==> config.mk <==
export PLATFORM = sky130hd
export DESIGN_NAME = snake_dir_ctrl
export DESIGN_NICKNAME = d
export VERILOG_FILES = /design/src/rtl/snake_dir_ctrl.sv
export SDC_FILE = /design/constraint.sdc
export NUM_CORES = 1
export LEC_CHECK = 0
export CORE_MARGIN = 5
export CORE_UTILIZATION = 61
export DETAILED_ROUTE_END_ITERATION = 8
export DONT_BUFFER_PORTS = 1
export GPL_TIMING_DRIVEN = 0
export HOLD_SLACK_MARGIN = 0.06
export PLACE_DENSITY = 0.77
export SETUP_SLACK_MARGIN = 0.4
export SLEW_MARGIN = 20
export SYNTH_ARGS = -nofsm -noshare
export SYNTH_HDL_FRONTEND = slang
export SYNTH_SLANG_ARGS = --single-unit
==> constraint.sdc <==
create_clock -name clk -period 4.6 [get_ports clk]
set_input_delay 0.46 -clock clk [delete_from_list [all_inputs] [get_ports clk]]
set_output_delay 0.46 -clock clk [all_outputs]
set_load 0.03 [all_outputs]
==> src/rtl/snake_dir_ctrl.sv <==
// snake_dir_ctrl: brings PS/2 key strobes into the system clock domain, decodes
// scan codes and keeps the snake heading via a small turn queue consumed one
// entry per game tick. Also produces the pause level and the restart pulse.
module snake_dir_ctrl #(
  parameter int         DEPTH     = 2,
  parameter logic [1:0] RESET_DIR = 2'd1
) (
  input  logic       clk,
  input  logic       rst_n,
  input  logic       key_pressed,
  input  logic [7:0] last_pressed,
  input  logic       tick,
  output logic [1:0] dir,
  output logic       paused,
  output logic       restart,
  output logic       key_accept,
  output logic [2:0] q_count
);

  localparam logic [2:0] DEPTH_C  = 3'(DEPTH);
  localparam logic [1:0] LAST_PTR = 2'(DEPTH - 1);

  // synchronizer, edge detect and captured scan code
  logic       r_kp_s1, r_kp_s2, r_kp_d;
  logic [7:0] r_code;
  logic       r_code_vld;
  logic       w_new_key;

  // turn queue; storage sized for the largest legal DEPTH
  logic [1:0] r_q [0:3];
  logic [1:0] r_head, r_tail;
  logic [2:0] r_count;

  // registered outputs
  logic [1:0] r_dir;
  logic       r_paused, r_restart, r_key_accept;

  // decode results for the captured code
  logic       w_is_dir, w_is_pause, w_is_rst;
  logic [1:0] w_key_dir;

  logic [1:0] w_tail_last, w_ref;
  logic       w_full, w_push, w_pop, w_flush;

  // next pointer, wrapping modulo DEPTH
  function automatic logic [1:0] f_nxt(input logic [1:0] p);
    return (p == LAST_PTR) ? 2'd0 : p + 2'd1;
  endfunction

  // two-flop synchronizer plus a delayed copy for rising-edge detection
  always_ff @(posedge clk or negedge rst_n) begin
    if (!rst_n) begin
      r_kp_s1 <= 1'b0;
      r_kp_s2 <= 1'b0;
      r_kp_d  <= 1'b0;
    end else begin
      r_kp_s1 <= key_pressed;
      r_kp_s2 <= r_kp_s1;
      r_kp_d  <= r_kp_s2;
    end
  end

  assign w_new_key = r_kp_s2 & ~r_kp_d;

  // the bus is stable by the time the strobe has crossed, so a plain capture suffices
  always_ff @(posedge clk or negedge rst_n) begin
    if (!rst_n) begin
      r_code     <= 8'h00;
      r_code_vld <= 1'b0;
    end else begin
      if (w_new_key) r_code <= last_pressed;
      r_code_vld <= w_new_key;
    end
  end

  // scan code decode, only meaningful in the cycle after capture
  always_comb begin
    w_is_dir   = 1'b0;
    w_is_pause = 1'b0;
    w_is_rst   = 1'b0;
    w_key_dir  = 2'd0;
    if (r_code_vld) begin
      case (r_code)
        8'h75, 8'h1D: begin w_is_dir = 1'b1; w_key_dir = 2'd0; end
        8'h74, 8'h23: begin w_is_dir = 1'b1; w_key_dir = 2'd1; end
        8'h72, 8'h1B: begin w_is_dir = 1'b1; w_key_dir = 2'd2; end
        8'h6B, 8'h1C: begin w_is_dir = 1'b1; w_key_dir = 2'd3; end
        8'h29:        w_is_pause = 1'b1;
        8'h5A:        w_is_rst   = 1'b1;
        default:      ;
      endcase
    end
  end

  // a new turn is compared against the last queued turn, or the live heading
  // when nothing is queued, so chained turns can never fold back on themselves
  always_comb begin
    w_tail_last = (r_tail == 2'd0) ? LAST_PTR : r_tail - 2'd1;
    w_ref       = (r_count != 3'd0) ? r_q[w_tail_last] : r_dir;
    w_full      = (r_count == DEPTH_C);
    w_push      = w_is_dir & ~r_paused & ~w_full &
                  (w_key_dir != w_ref) & (w_key_dir != (w_ref ^ 2'd2));
    w_pop       = tick & ~r_paused & (r_count != 3'd0);
    w_flush     = w_is_rst | (w_is_pause & ~r_paused);
  end

  // queue, heading, pause and pulse outputs; restart overrides everything
  always_ff @(posedge clk or negedge rst_n) begin
    if (!rst_n) begin
      for (int i = 0; i < 4; i++) r_q[i] <= 2'd0;
      r_head       <= 2'd0;
      r_tail       <= 2'd0;
      r_count      <= 3'd0;
      r_dir        <= RESET_DIR;
      r_paused     <= 1'b0;
      r_restart    <= 1'b0;
      r_key_accept <= 1'b0;
    end else begin
      r_restart    <= w_is_rst;
      r_key_accept <= w_push;
      if (w_is_rst) begin
        r_dir    <= RESET_DIR;
        r_paused <= 1'b0;
        r_head   <= 2'd0;
        r_tail   <= 2'd0;
        r_count  <= 3'd0;
      end else begin
        if (w_pop)      r_dir    <= r_q[r_head];
        if (w_is_pause) r_paused <= ~r_paused;
        if (w_flush) begin
          r_head  <= 2'd0;
          r_tail  <= 2'd0;
          r_count <= 3'd0;
        end else begin
          if (w_push) begin
            r_q[r_tail] <= w_key_dir;
            r_tail      <= f_nxt(r_tail);
          end
          if (w_pop) r_head <= f_nxt(r_head);
          case ({w_push, w_pop})
            2'b10:   r_count <= r_count + 3'd1;
            2'b01:   r_count <= r_count - 3'd1;
            default: ;
          endcase
        end
      end
    end
  end

  assign dir        = r_dir;
  assign paused     = r_paused;
  assign restart    = r_restart;
  assign key_accept = r_key_accept;
  assign q_count    = r_count;

endmodule

==> results of run 1 <==
==> worst max-delay path by stage <==
| stage | endpoint | slack, ns |
|---|---|---|
| after floorplan | q_count[2]$_DFFE_PN0P_ | 1.67 |
| after global placement | q_count[2]$_DFFE_PN0P_ | 1.39 |
| after detailed placement | q_count[2]$_DFFE_PN0P_ | 1.37 |
| after CTS | q_count[2]$_DFFE_PN0P_ | 1.35 |
| after global routing | q_count[2]$_DFFE_PN0P_ | 1.11 |
| final | q_count[2]$_DFFE_PN0P_ | 1.35 |
==> per-layer routing <==
layer / GRT usage [%] / vias to the layer above
li1: - / 537
met1: 21.6 / 557
met5: 0 / -
met3: 5.59 / 2
met2: 28.1 / 23
met4: 5.69 / 0
==> logic make-up (layout without fill, tap and decap cells) <==
group                    count (synthesis)  in the layout  share of synthesized area [%]
multiplexers                            19             19                           13.6
buffers and inverters                    5             15                           1.81
adder cells (fa/ha/maj)                  2              2                           1.96
AO/OA/AOI/OAI                           23             23                           9.51
flip-flops                              32             32                           48.4
AND/OR/NAND/NOR                         56             56                           20.5
XOR/XNOR                                 8              8                           4.23
==> Yosys cell counts, types with 2 or more instances <==
cell type and instances:
mux2i_1 9, xor2_1 4, nand3b_1 3, clkbuf_1 2, mux4_2 2, nor2_1 14, nand4bb_1 2, nand2b_1 2
mux2_2 8, nand2_1 11, nor2b_1 2, dfrtp_1 31, xnor2_1 4, nand3_1 2, or3_1 2, or3_2 2
o21ai_0 11, o21ai_1 2, and3_2 2
==> registers in the layout (all words and copies together), names as in the netlist <==
name        count
r_head          2
r_code          8
restart         1
r_kp_s2         1
key_accept      1
r_kp_s1         1
r_code_vld      1
r_kp_d          1
r_q             8
r_tail          2
q_count         3
paused          1
dir             2
==> per-stage QoR <==
stage | hold WS, ns | util [%]
after floorplan | 0.164 | -
final | 0.157 | 66.5
after detailed placement | 0.165 | 63.2
after global routing | 0.126 | 66.5
after global placement | 0.165 | 63.2
after CTS | 0.152 | 66.5
==> power breakdown <==
group          internal (mW)  switching, mW
clock                 0.0754         0.0915
sequential             0.327         0.0970
combinational         0.0995         0.0996
total                  0.502          0.288
==> cell type report <==
type,count,area (um2)
fillers,218,901
repair buffers,2,30.0
flip-flops and latches,32,802
multi-input cells,108,826
plain buffers,4,26.3
well taps,31,38.8
clock buffers,8,58.8
inverters,1,3.75
==> worst max-delay path: stages, from the launching register on <==
cell,delay [ns]
dfrtp_1,0.56
nor3_1,0.41
a211oi_1,0.09
a21oi_1,0.44
xor2_1,0.13
or3_2,0.46
ha_1,0.25
fa_1,0.39
xnor2_1,0.13
nor2_1,0.11
xnor2_1,0.13
nor2_1,0.06
==> timing repair <==
| action | CTS | global route |
|---|---|---|
| endpoints found under the hold margin | 32 | 0 |
| gates resized for setup | 0 | 0 |
| hold buffers | 2 | 0 |
| setup endpoints to repair | 0 | 0 |
==> flow_results.xml, run 1 <==
<?xml version="1.0" encoding="UTF-8"?>
<metrics>
  <group name="critical_path">
    <metric name="worstPathRequired" unit="ns">4.82</metric>
    <metric name="worst_r2r_path_depth" unit="">11</metric>
    <metric name="reg2reg_to" unit="">q_count[2]$_DFFE_PN0P_</metric>
    <metric name="worstPathMaxFanout" unit="">7</metric>
    <metric name="critPathLaunchType" unit="">flop</metric>
    <metric name="timing.reg2reg.setup_slack" unit="ns">1.35</metric>
    <metric name="timing.rr.start" unit="">q_count[0]$_DFFE_PN0P_</metric>
    <metric name="end_kind" unit="">flop</metric>
    <metric name="worst-setup-path-type" unit="">flop to flop</metric>
    <metric name="worst_ep_arrival_time" unit="ns">3.47</metric>
    <metric name="critical_path.startpoint" unit="">q_count[0]$_DFFE_PN0P_</metric>
  </group>
  <group name="routing">
    <metric name="met3_wirelength" unit="um">107</metric>
    <metric name="drt-vias-per-instance" unit="">6.02</metric>
    <metric name="drt_iter0_markers" unit="">40</metric>
    <metric name="sum_of_met2_wire_segment_lengths_after_detailed_routing" unit="um">1490</metric>
    <metric name="ant_nets" unit="">0</metric>
    <metric name="drt_pre_antenna_iters" unit="">4</metric>
    <metric name="drt-met1-wl" unit="um">1410</metric>
    <metric name="totalWireLength" unit="um">3030</metric>
    <metric name="topRoutingLayerUsed" unit="">met4</metric>
    <metric name="routedWlPerCell" unit="um">16.3</metric>
    <metric name="detail_route.drc_violations" unit="">0</metric>
    <metric name="detailroute.via_count" unit="">1119</metric>
  </group>
  <group name="cts">
    <metric name="tritoncts.num_buffers" unit="">5</metric>
    <metric name="clock-root-buffer" unit="">clkbuf_4</metric>
    <metric name="clk_path_buf_depth" unit="">2</metric>
    <metric name="count_of_clock_tree_sinks" unit="">32</metric>
    <metric name="clkSlewWorstSetupHoldPaths" unit="ns">0.09</metric>
    <metric name="insertion_delay" unit="ns">0.33</metric>
    <metric name="htree_levels" unit="">2</metric>
    <metric name="postCtsSetupBuffers" unit="">0</metric>
    <metric name="cts_tree" unit="">yes</metric>
  </group>
  <group name="global_routing">
    <metric name="remaining_overflow_grt" unit="">0</metric>
    <metric name="grt_pass1_wl" unit="um">5290</metric>
    <metric name="antenna_found_initial" unit="">0</metric>
    <metric name="grt_usage" unit="%">17.3</metric>
    <metric name="maximum_number_of_pins_on_one_net_before_global_route_repair" unit="">33</metric>
    <metric name="first_global_vias" unit="">1125</metric>
  </group>
  <group name="run_status">
    <metric name="run_status" unit="">finished, final reports clean</metric>
  </group>
  <group name="power_and_ir_drop">
    <metric name="power.density_cell_area" unit="nW/um2">443</metric>
    <metric name="worst_ir_drop_vdd" unit="V">0.000385</metric>
    <metric name="fin_total_pwr" unit="uW">790</metric>
    <metric name="power.static_leakage" unit="nW">0.801</metric>
  </group>
  <group name="synthesis">
    <metric name="yosys.area.top_type_share" unit="%">46.8</metric>
    <metric name="count_of_flip_flops_with_a_built_in_enable_after_synthesis" unit="">0</metric>
    <metric name="ys_types" unit="">49</metric>
    <metric name="synth_top_cell_by_area" unit="">dfrtp_1</metric>
    <metric name="synth_fp_nets" unit="">159</metric>
    <metric name="synth_flop_cell" unit="">dfrtp_1</metric>
    <metric name="mappedNetlistArea" unit="um2">1660</metric>
    <metric name="synth.top_cells.by_area" unit="">dfrtp_1 (47%), mux2i_1 (5.4%), mux2_2 (5.4%)</metric>
    <metric name="ys_ff_latch" unit="">32</metric>
    <metric name="synth.avg_cell_area" unit="um2">11.4</metric>
    <metric name="ys_seq_area_share" unit="%">48.4</metric>
    <metric name="yosys_warnings" unit="">0</metric>
    <metric name="async_flop_share" unit="%">100</metric>
    <metric name="syn_inst" unit="">145</metric>
  </group>
  <group name="timing">
    <metric name="worst_pin_slew" unit="ns">0.824</metric>
    <metric name="fin_tns_setup" unit="ns">0</metric>
    <metric name="final.setup_skew" unit="ns">0.00875</metric>
    <metric name="grt_setup_unrepaired" unit="">no</metric>
    <metric name="hold_viol_final" unit="">0</metric>
    <metric name="finalWorstSetupSlack" unit="ns">1.35</metric>
    <metric name="slew_viol_final" unit="">0</metric>
    <metric name="timing.final.setup_violations" unit="">0</metric>
    <metric name="upper_clock_frequency_limit" unit="MHz">307</metric>
    <metric name="period_minus_slack" unit="ns">3.25</metric>
    <metric name="layout_worst_path_cycle_share" unit="%">70.7</metric>
    <metric name="slew-limit-headroom" unit="%">45.0</metric>
  </group>
  <group name="layout">
    <metric name="layout-area-overhead-vs-synth" unit="%">7.70</metric>
    <metric name="final_layout_size_suffix_gt1_share" unit="%">22.6</metric>
    <metric name="post-route-cell-area" unit="um2">1790</metric>
    <metric name="instances_no_fill" unit="">186</metric>
    <metric name="layout_commonest_cell" unit="">dfrtp_1</metric>
    <metric name="antenna_diode_count" unit="">0</metric>
    <metric name="most-common-layout-cells" unit="">dfrtp_1 (31), nor2_1 (14), nand2_1 (11), o21ai_0 (11), mux2i_1 (9)</metric>
    <metric name="final_nets" unit="">168</metric>
  </group>
  <group name="worst_hold_path">
    <metric name="holdPathStages" unit="">0</metric>
    <metric name="worst_hold_path_type" unit="">primary input to flop</metric>
    <metric name="holdCritStartpoint" unit="">key_pressed</metric>
    <metric name="whs_endpoint" unit="">r_kp_s1$_DFF_PN0_</metric>
  </group>
  <group name="placed_design">
    <metric name="dp.final_hpwl" unit="um">2190</metric>
    <metric name="routabilityCongestion" unit="">0.776</metric>
    <metric name="placed_area" unit="um2">1700</metric>
    <metric name="placed_cell_count" unit="">176</metric>
    <metric name="place_ws" unit="ns">1.37</metric>
    <metric name="numPortBuffers" unit="">0</metric>
  </group>
  <group name="die">
    <metric name="die_area" unit="um2">3860</metric>
    <metric name="fp.coreArea" unit="um2">2690</metric>
    <metric name="chipHeight" unit="um">62.1</metric>
    <metric name="floorplan.initialDensity" unit="%">61.7</metric>
    <metric name="io-pin-count" unit="">20</metric>
    <metric name="chip_width" unit="um">62.1</metric>
    <metric name="std_cell_rows" unit="">19</metric>
  </group>
  <group name="job">
    <metric name="max_cap_viol_count" unit="">0</metric>
  </group>
</metrics>
Power figures use the tool's default switching activity.
==> run 2: changes to the inputs <==
--- a/config.mk
+++ b/config.mk
@@ -6,12 +6,12 @@
 export NUM_CORES = 1
 export LEC_CHECK = 0
 export CORE_MARGIN = 5
-export CORE_UTILIZATION = 61
+export CORE_UTILIZATION = 56
 export DETAILED_ROUTE_END_ITERATION = 8
 export DONT_BUFFER_PORTS = 1
 export GPL_TIMING_DRIVEN = 0
 export HOLD_SLACK_MARGIN = 0.06
-export PLACE_DENSITY = 0.77
+export PLACE_DENSITY = 0.74
 export SETUP_SLACK_MARGIN = 0.4
 export SLEW_MARGIN = 20
 export SYNTH_ARGS = -nofsm -noshare
==> constraint.sdc (replaced) <==
create_clock -name clk -period 2.85 [get_ports clk]
set_input_delay 0.285 -clock clk [delete_from_list [all_inputs] [get_ports clk]]
set_output_delay 0.285 -clock clk [all_outputs]
set_load 0.03 [all_outputs]
==> flow_results.xml, run 2 (synthesis results as in run 1) <==
<?xml version="1.0" encoding="UTF-8"?>
<metrics>
  <group name="placed_design">
    <metric name="dp.final_hpwl" unit="um">2310</metric>
    <metric name="placed_area" unit="um2">1740</metric>
    <metric name="routabilityCongestion" unit="">0.781</metric>
    <metric name="numPortBuffers" unit="">0</metric>
  </group>
  <group name="timing">
    <metric name="hold_viol_final" unit="">0</metric>
    <metric name="period_minus_slack" unit="ns">2.70</metric>
    <metric name="layout_worst_path_cycle_share" unit="%">94.6</metric>
    <metric name="timing.hold.ws" unit="ns">0.105</metric>
    <metric name="grt_setup_unrepaired" unit="">yes</metric>
    <metric name="upper_clock_frequency_limit" unit="MHz">371</metric>
    <metric name="worst_pin_slew" unit="ns">0.630</metric>
    <metric name="slew_viol_final" unit="">0</metric>
    <metric name="final.setup_skew" unit="ns">0.00909</metric>
    <metric name="timing.final.setup_violations" unit="">0</metric>
    <metric name="slew-limit-headroom" unit="%">57.8</metric>
  </group>
  <group name="critical_path">
    <metric name="worstPathCellList" unit="">buf_6 &gt; or3b_4 &gt; a21o_4 &gt; nand2_2 &gt; xor2_1 &gt; or3_4 &gt; ha_4 &gt; fa_2 &gt; xnor2_1 &gt; nor2_1 &gt; xnor2_1 &gt; nor2_1</metric>
    <metric name="worstPathMaxFanout" unit="">3</metric>
    <metric name="worst-setup-path-type" unit="">flop to flop</metric>
    <metric name="cp_slowest_stage_delay" unit="ns">0.41</metric>
    <metric name="cpLargestDelayFamily" unit="">simple AND/OR/NAND/NOR gates</metric>
    <metric name="worstPathRequired" unit="ns">3.07</metric>
    <metric name="worst_ep_arrival_time" unit="ns">2.91</metric>
    <metric name="end_kind" unit="">flop</metric>
    <metric name="critPathBufInv" unit="">1</metric>
    <metric name="cpMaxStageDelayCell" unit="">or3b_4</metric>
    <metric name="critPathLaunchType" unit="">flop</metric>
  </group>
  <group name="routing">
    <metric name="drt_pre_antenna_iters" unit="">4</metric>
    <metric name="detailroute.via_count" unit="">1151</metric>
    <metric name="ant_nets" unit="">0</metric>
    <metric name="drt-vias-per-instance" unit="">5.99</metric>
    <metric name="totalWireLength" unit="um">3150</metric>
    <metric name="drt_iter0_markers" unit="">37</metric>
    <metric name="routedWlPerCell" unit="um">16.4</metric>
    <metric name="detail_route.drc_violations" unit="">0</metric>
  </group>
  <group name="global_routing">
    <metric name="first_global_vias" unit="">1266</metric>
    <metric name="antenna_found_initial" unit="">0</metric>
    <metric name="maximum_number_of_pins_on_one_net_before_global_route_repair" unit="">33</metric>
    <metric name="remaining_overflow_grt" unit="">0</metric>
    <metric name="grt_pass1_wl" unit="um">5890</metric>
    <metric name="grt_usage" unit="%">18.2</metric>
  </group>
  <group name="die">
    <metric name="die_area" unit="um2">4150</metric>
    <metric name="io-pin-count" unit="">20</metric>
    <metric name="chip_width" unit="um">64.4</metric>
    <metric name="fp.coreArea" unit="um2">2810</metric>
    <metric name="floorplan.initialDensity" unit="%">59.1</metric>
    <metric name="std_cell_rows" unit="">19</metric>
    <metric name="chipHeight" unit="um">64.4</metric>
  </group>
  <group name="layout">
    <metric name="antenna_diode_count" unit="">0</metric>
    <metric name="nFillCells" unit="">222</metric>
    <metric name="layout_commonest_cell" unit="">dfrtp_1</metric>
    <metric name="most-common-layout-cells" unit="">dfrtp_1 (28), nor2_1 (14), o21ai_0 (11)</metric>
    <metric name="final_layout_size_suffix_gt1_share" unit="%">30.4</metric>
    <metric name="multi_input_area" unit="um2">873</metric>
    <metric name="ff_latch_area" unit="um2">806</metric>
    <metric name="layout-area-overhead-vs-synth" unit="%">13.9</metric>
    <metric name="final_nets" unit="">174</metric>
    <metric name="post-route-cell-area" unit="um2">1890</metric>
  </group>
  <group name="cts">
    <metric name="clk_path_buf_depth" unit="">2</metric>
    <metric name="clkSlewWorstSetupHoldPaths" unit="ns">0.09</metric>
    <metric name="count_of_clock_tree_sinks" unit="">32</metric>
    <metric name="clock-root-buffer" unit="">clkbuf_4</metric>
    <metric name="insertion_delay" unit="ns">0.32</metric>
    <metric name="cts_tree" unit="">yes</metric>
    <metric name="htree_levels" unit="">2</metric>
    <metric name="tritoncts.num_buffers" unit="">5</metric>
  </group>
  <group name="run_status">
    <metric name="run_status" unit="">finished, final reports clean</metric>
  </group>
  <group name="power_and_ir_drop">
    <metric name="fin_total_pwr" unit="mW">1.36</metric>
    <metric name="power.static_leakage" unit="nW">0.835</metric>
    <metric name="worst_ir_drop_vdd" unit="V">0.000587</metric>
    <metric name="power.density_cell_area" unit="nW/um2">720</metric>
  </group>
  <group name="job">
    <metric name="max_cap_viol_count" unit="">0</metric>
  </group>
  <group name="worst_hold_path">
    <metric name="worst_hold_path_type" unit="">primary input to flop</metric>
  </group>
</metrics>
run 2: changes by cell type in the layout (fill, tap and decap cells not counted), sizes merged:
cell / delta
buf: +5
dlygate4sd3: +1
run 2: repair_timing:
action | 4_1_cts | 5_1_grt
pin swaps | 6 | 0
resized for setup | 4 | 1
buffers inserted | 5 | 0
gates cloned | 0 | 0
hold buffers | 3 | 0
endpoints found under the setup margin | 3 | 2
endpoints found under the hold margin | 33 | 0
run 2: report_power, final:
part	internal (mW)	switching, mW	leakage, nW
Clock	0.122	0.139	0.0326
Sequential	0.533	0.175	0.395
Combinational	0.209	0.182	0.408
run 2: final timing paths:
check | startpoint | to | slack (ns) | cells past startpoint
max in group asynchronous | rst_n | dir[0]$_DFFE_PN1P_ | 2.20 | 2
setup reg to reg | r_code[5]$_DFFE_PN0P_ | q_count[2]$_DFFE_PN0P_ | 0.15 | 12
min in group asynchronous | rst_n | r_code[5]$_DFFE_PN0P_ | 0.41 | 2
hold / removal | last_pressed[6] | r_code[6]$_DFFE_PN0P_ | 0.10 | 1
hold reg to reg | r_kp_s1$_DFF_PN0_ | r_kp_s2$_DFF_PN0_ | 0.36 | 0
setup / recovery | r_code[5]$_DFFE_PN0P_ | q_count[2]$_DFFE_PN0P_ | 0.15 | 12
run 2: area by class of cell:
cell class / count / share of cell area [%]
Buffer: 4 / 1.59
Inverter: 1 / 0.199
Multi-Input combinational cell: 108 / 46.3
Tap cell: 31 / 2.05
Clock buffer: 8 / 3.11
Sequential cell: 32 / 42.7
Timing Repair Buffer: 8 / 4.11
run 2: routing by layer:
layer | global-route usage, % | share of wire (%) | routed length (um) | up-vias
li1 | - | - | - | 555
met1 | 23.1 | 46 | 1470 | 571
met3 | 5.18 | 4.8 | 150 | 5
met5 | 0 | 0 | 0 | -
met4 | 7.92 | 1.7 | 54 | 0
met2 | 29.3 | 47 | 1480 | 20
run 2: worst register-to-register path, stage by stage (launching register included):
cell	delay, ns
dfrtp_1	0.40
buf_6	0.12
or3b_4	0.41
a21o_4	0.23
nand2_2	0.06
xor2_1	0.08
or3_4	0.37
ha_4	0.18
fa_2	0.33
xnor2_1	0.12
nor2_1	0.11
xnor2_1	0.13
nor2_1	0.06
run 2: per-stage QoR:
stage	instances	TNS [ns]	util [%]	setup slack [ns]
after floorplan	145	0	-	0.198
after global placement	176	-0.0157	61.9	-0.0157
after detailed placement	176	-0.0575	61.9	-0.0575
after CTS	192	0	67.3	0.148
after global routing	192	0	67.3	0.0793
final	192	0	67.3	0.154
==> run 3: changes to the inputs <==
--- a/config.mk
+++ b/config.mk
@@ -11,7 +11,7 @@
 export DONT_BUFFER_PORTS = 1
 export GPL_TIMING_DRIVEN = 0
 export HOLD_SLACK_MARGIN = 0.06
-export PLACE_DENSITY = 0.74
+export PLACE_DENSITY = 0.78
 export SETUP_SLACK_MARGIN = 0.4
 export SLEW_MARGIN = 20
 export SYNTH_ARGS = -nofsm -noshare
==> constraint.sdc (replaced) <==
create_clock -name clk -period 2.45 [get_ports clk]
set_input_delay 0.245 -clock clk [delete_from_list [all_inputs] [get_ports clk]]
set_output_delay 0.245 -clock clk [all_outputs]
set_load 0.03 [all_outputs]
==> flow_results.xml, run 3 (synthesis results as in run 1) <==
<?xml version="1.0" encoding="UTF-8"?>
<metrics>
  <group name="critical_path">
    <metric name="worstPathMaxFanout" unit="">4</metric>
    <metric name="end_kind" unit="">flop</metric>
    <metric name="timing.rr.start" unit="">r_code[6]$_DFFE_PN0P_</metric>
    <metric name="timing.reg2reg.setup_slack" unit="ns">-0.33</metric>
    <metric name="critPathLaunchType" unit="">flop</metric>
    <metric name="critical_path.startpoint" unit="">r_code[6]$_DFFE_PN0P_</metric>
    <metric name="reg2reg_to" unit="">q_count[2]$_DFFE_PN0P_</metric>
    <metric name="worst_r2r_path_depth" unit="">12</metric>
    <metric name="worst-setup-path-type" unit="">flop to flop</metric>
    <metric name="worstPathRequired" unit="ns">2.69</metric>
    <metric name="critPathCapture" unit="">q_count[2]$_DFFE_PN0P_</metric>
    <metric name="worst_ep_arrival_time" unit="ns">3.01</metric>
  </group>
  <group name="cts">
    <metric name="tritoncts.num_buffers" unit="">5</metric>
    <metric name="insertion_delay" unit="ns">0.34</metric>
    <metric name="htree_levels" unit="">2</metric>
    <metric name="clkSlewWorstSetupHoldPaths" unit="ns">0.10</metric>
    <metric name="clock-root-buffer" unit="">clkbuf_4</metric>
    <metric name="count_of_clock_tree_sinks" unit="">32</metric>
    <metric name="clk_path_buf_depth" unit="">2</metric>
    <metric name="cts_tree" unit="">yes</metric>
  </group>
  <group name="routing">
    <metric name="detailroute.via_count" unit="">1240</metric>
    <metric name="ant_nets" unit="">0</metric>
    <metric name="drt_iter0_markers" unit="">79</metric>
    <metric name="drt_pre_antenna_iters" unit="">4</metric>
    <metric name="routedWlPerCell" unit="um">17.5</metric>
    <metric name="totalWireLength" unit="um">3670</metric>
    <metric name="drt-vias-per-instance" unit="">5.90</metric>
    <metric name="detail_route.drc_violations" unit="">0</metric>
  </group>
  <group name="timing">
    <metric name="upper_clock_frequency_limit" unit="MHz">360</metric>
    <metric name="slew_viol_final" unit="">0</metric>
    <metric name="slew-limit-headroom" unit="%">62.2</metric>
    <metric name="worst_pin_slew" unit="ns">0.564</metric>
    <metric name="hold_viol_final" unit="">0</metric>
    <metric name="grt_setup_unrepaired" unit="">yes</metric>
    <metric name="timing.final.setup_violations" unit="">2</metric>
    <metric name="fin_tns_setup" unit="ns">-0.516</metric>
    <metric name="final.setup_skew" unit="ns">0.00152</metric>
    <metric name="layout_worst_path_cycle_share" unit="%">113</metric>
    <metric name="finalWorstSetupSlack" unit="ns">-0.325</metric>
    <metric name="period_minus_slack" unit="ns">2.78</metric>
  </group>
  <group name="placed_design">
    <metric name="placed_cell_count" unit="">176</metric>
    <metric name="dp.final_hpwl" unit="um">2300</metric>
    <metric name="numPortBuffers" unit="">0</metric>
    <metric name="routabilityCongestion" unit="">0.847</metric>
    <metric name="placed_area" unit="um2">1740</metric>
  </group>
  <group name="die">
    <metric name="fp.coreArea" unit="um2">2810</metric>
    <metric name="std_cell_rows" unit="">19</metric>
    <metric name="die_area" unit="um2">4150</metric>
    <metric name="chip_width" unit="um">64.4</metric>
    <metric name="io-pin-count" unit="">20</metric>
    <metric name="chipHeight" unit="um">64.4</metric>
    <metric name="floorplan.initialDensity" unit="%">59.1</metric>
  </group>
  <group name="global_routing">
    <metric name="maximum_number_of_pins_on_one_net_before_global_route_repair" unit="">33</metric>
    <metric name="remaining_overflow_grt" unit="">0</metric>
    <metric name="first_global_vias" unit="">1239</metric>
    <metric name="antenna_found_initial" unit="">0</metric>
    <metric name="grt_usage" unit="%">19.1</metric>
    <metric name="grt_pass1_wl" unit="um">5990</metric>
  </group>
  <group name="layout">
    <metric name="layout-area-overhead-vs-synth" unit="%">27.4</metric>
    <metric name="instances_no_fill" unit="">210</metric>
    <metric name="final_nets" unit="">192</metric>
    <metric name="multi_input_area" unit="um2">936</metric>
    <metric name="final_core_utilization" unit="%">75.3</metric>
    <metric name="nFillCells" unit="">195</metric>
    <metric name="most-common-layout-cells" unit="">dfrtp_1 (28), nor2_1 (13), buf_4 (12)</metric>
    <metric name="antenna_diode_count" unit="">0</metric>
    <metric name="layout_commonest_cell" unit="">dfrtp_1</metric>
    <metric name="final_layout_size_suffix_gt1_share" unit="%">37.4</metric>
    <metric name="ff_latch_area" unit="um2">806</metric>
    <metric name="post-route-cell-area" unit="um2">2110</metric>
  </group>
  <group name="power_and_ir_drop">
    <metric name="worst_ir_drop_vdd" unit="V">0.000777</metric>
    <metric name="power.density_cell_area" unit="nW/um2">784</metric>
    <metric name="power.static_leakage" unit="nW">0.927</metric>
  </group>
  <group name="worst_hold_path">
    <metric name="worst_hold_path_type" unit="">primary input to flop</metric>
  </group>
  <group name="run_status">
    <metric name="violations" unit="">negative setup slack</metric>
    <metric name="run_status" unit="">finished with violations</metric>
  </group>
  <group name="job">
    <metric name="max_cap_viol_count" unit="">0</metric>
  </group>
</metrics>
## run 3: cell count changes in the layout (fill, tap and decap cells not counted), sizes merged
| cell | before | now |
|---|---|---|
| clkinvlp | 0 | 1 |
| clkinv | 0 | 1 |
| clkbuf | 10 | 8 |
| dlygate4sd3 | 2 | 10 |
| buf | 8 | 18 |
## run 3: through the flow
stage	worst slack (ns)	hold WS [ns]	total power, mW
6_report	-0.325	0.318	1.66
5_1_grt	-0.466	0.322	1.79
4_1_cts	-0.281	0.354	1.60
3_5_place_dp	-0.430	-0.0494	1.20
3_3_place_gp	-0.411	-0.0497	1.18
2_1_floorplan	-0.197	-0.0506	1.11
## run 3: what timing repair did
action,in CTS,in global routing
pin swaps,6,13
hold endpoints to repair,41,0
hold buffers,11,0
setup buffers,6,9
endpoints found under the setup margin,13,16
gates resized for setup,8,12
## run 3: worst max-delay path, cell delays in order (launching register included)
cell     delay (ns)
dfrtp_1        0.39
buf_6          0.12
or3b_4         0.42
a21o_4         0.24
nand2_4        0.08
xor2_2         0.08
or3_4          0.39
ha_4           0.18
fa_2           0.35
xnor2_2        0.14
nor2_2         0.12
xnor2_1        0.12
nor2_1         0.05
## run 3: layer usage
layer	vias up	wire length (um)	track usage [%]
met1	599	1630	24.6
li1	585	-	-
met5	-	0	0
met3	13	239	7.43
met4	0	136	9.76
met2	43	1670	28.0
## run 3: area by class of cell
cell class / count / share of cell area [%]
flip-flops and latches: 32 / 38.2
repair buffers: 26 / 11.6
inverters: 1 / 0.178
well taps: 31 / 1.84
clock buffers: 6 / 1.95
plain buffers: 4 / 1.42
multi-input cells: 108 / 44.3
clock inverters: 2 / 0.592
## run 3: worst min path at each step
stage,from,end,slack (ns),cells past startpoint
floorplan,rst_n,dir[1]$_DFFE_PN0P_,-0.05,0
CTS,rst_n,r_code[4]$_DFFE_PN0P_,0.35,2
global route,tick,r_head[0]$_DFFE_PN0P_,0.32,3
finish,tick,r_head[0]$_DFFE_PN0P_,0.32,3
global placement,rst_n,r_code[6]$_DFFE_PN0P_,-0.05,0
detailed placement,rst_n,r_code[5]$_DFFE_PN0P_,-0.05,0
## run 3: where the power goes
group          internal (mW)  total [mW]  switching [mW]
clock                  0.111       0.297           0.187
combinational          0.289       0.536           0.247
sequential             0.620       0.824           0.204
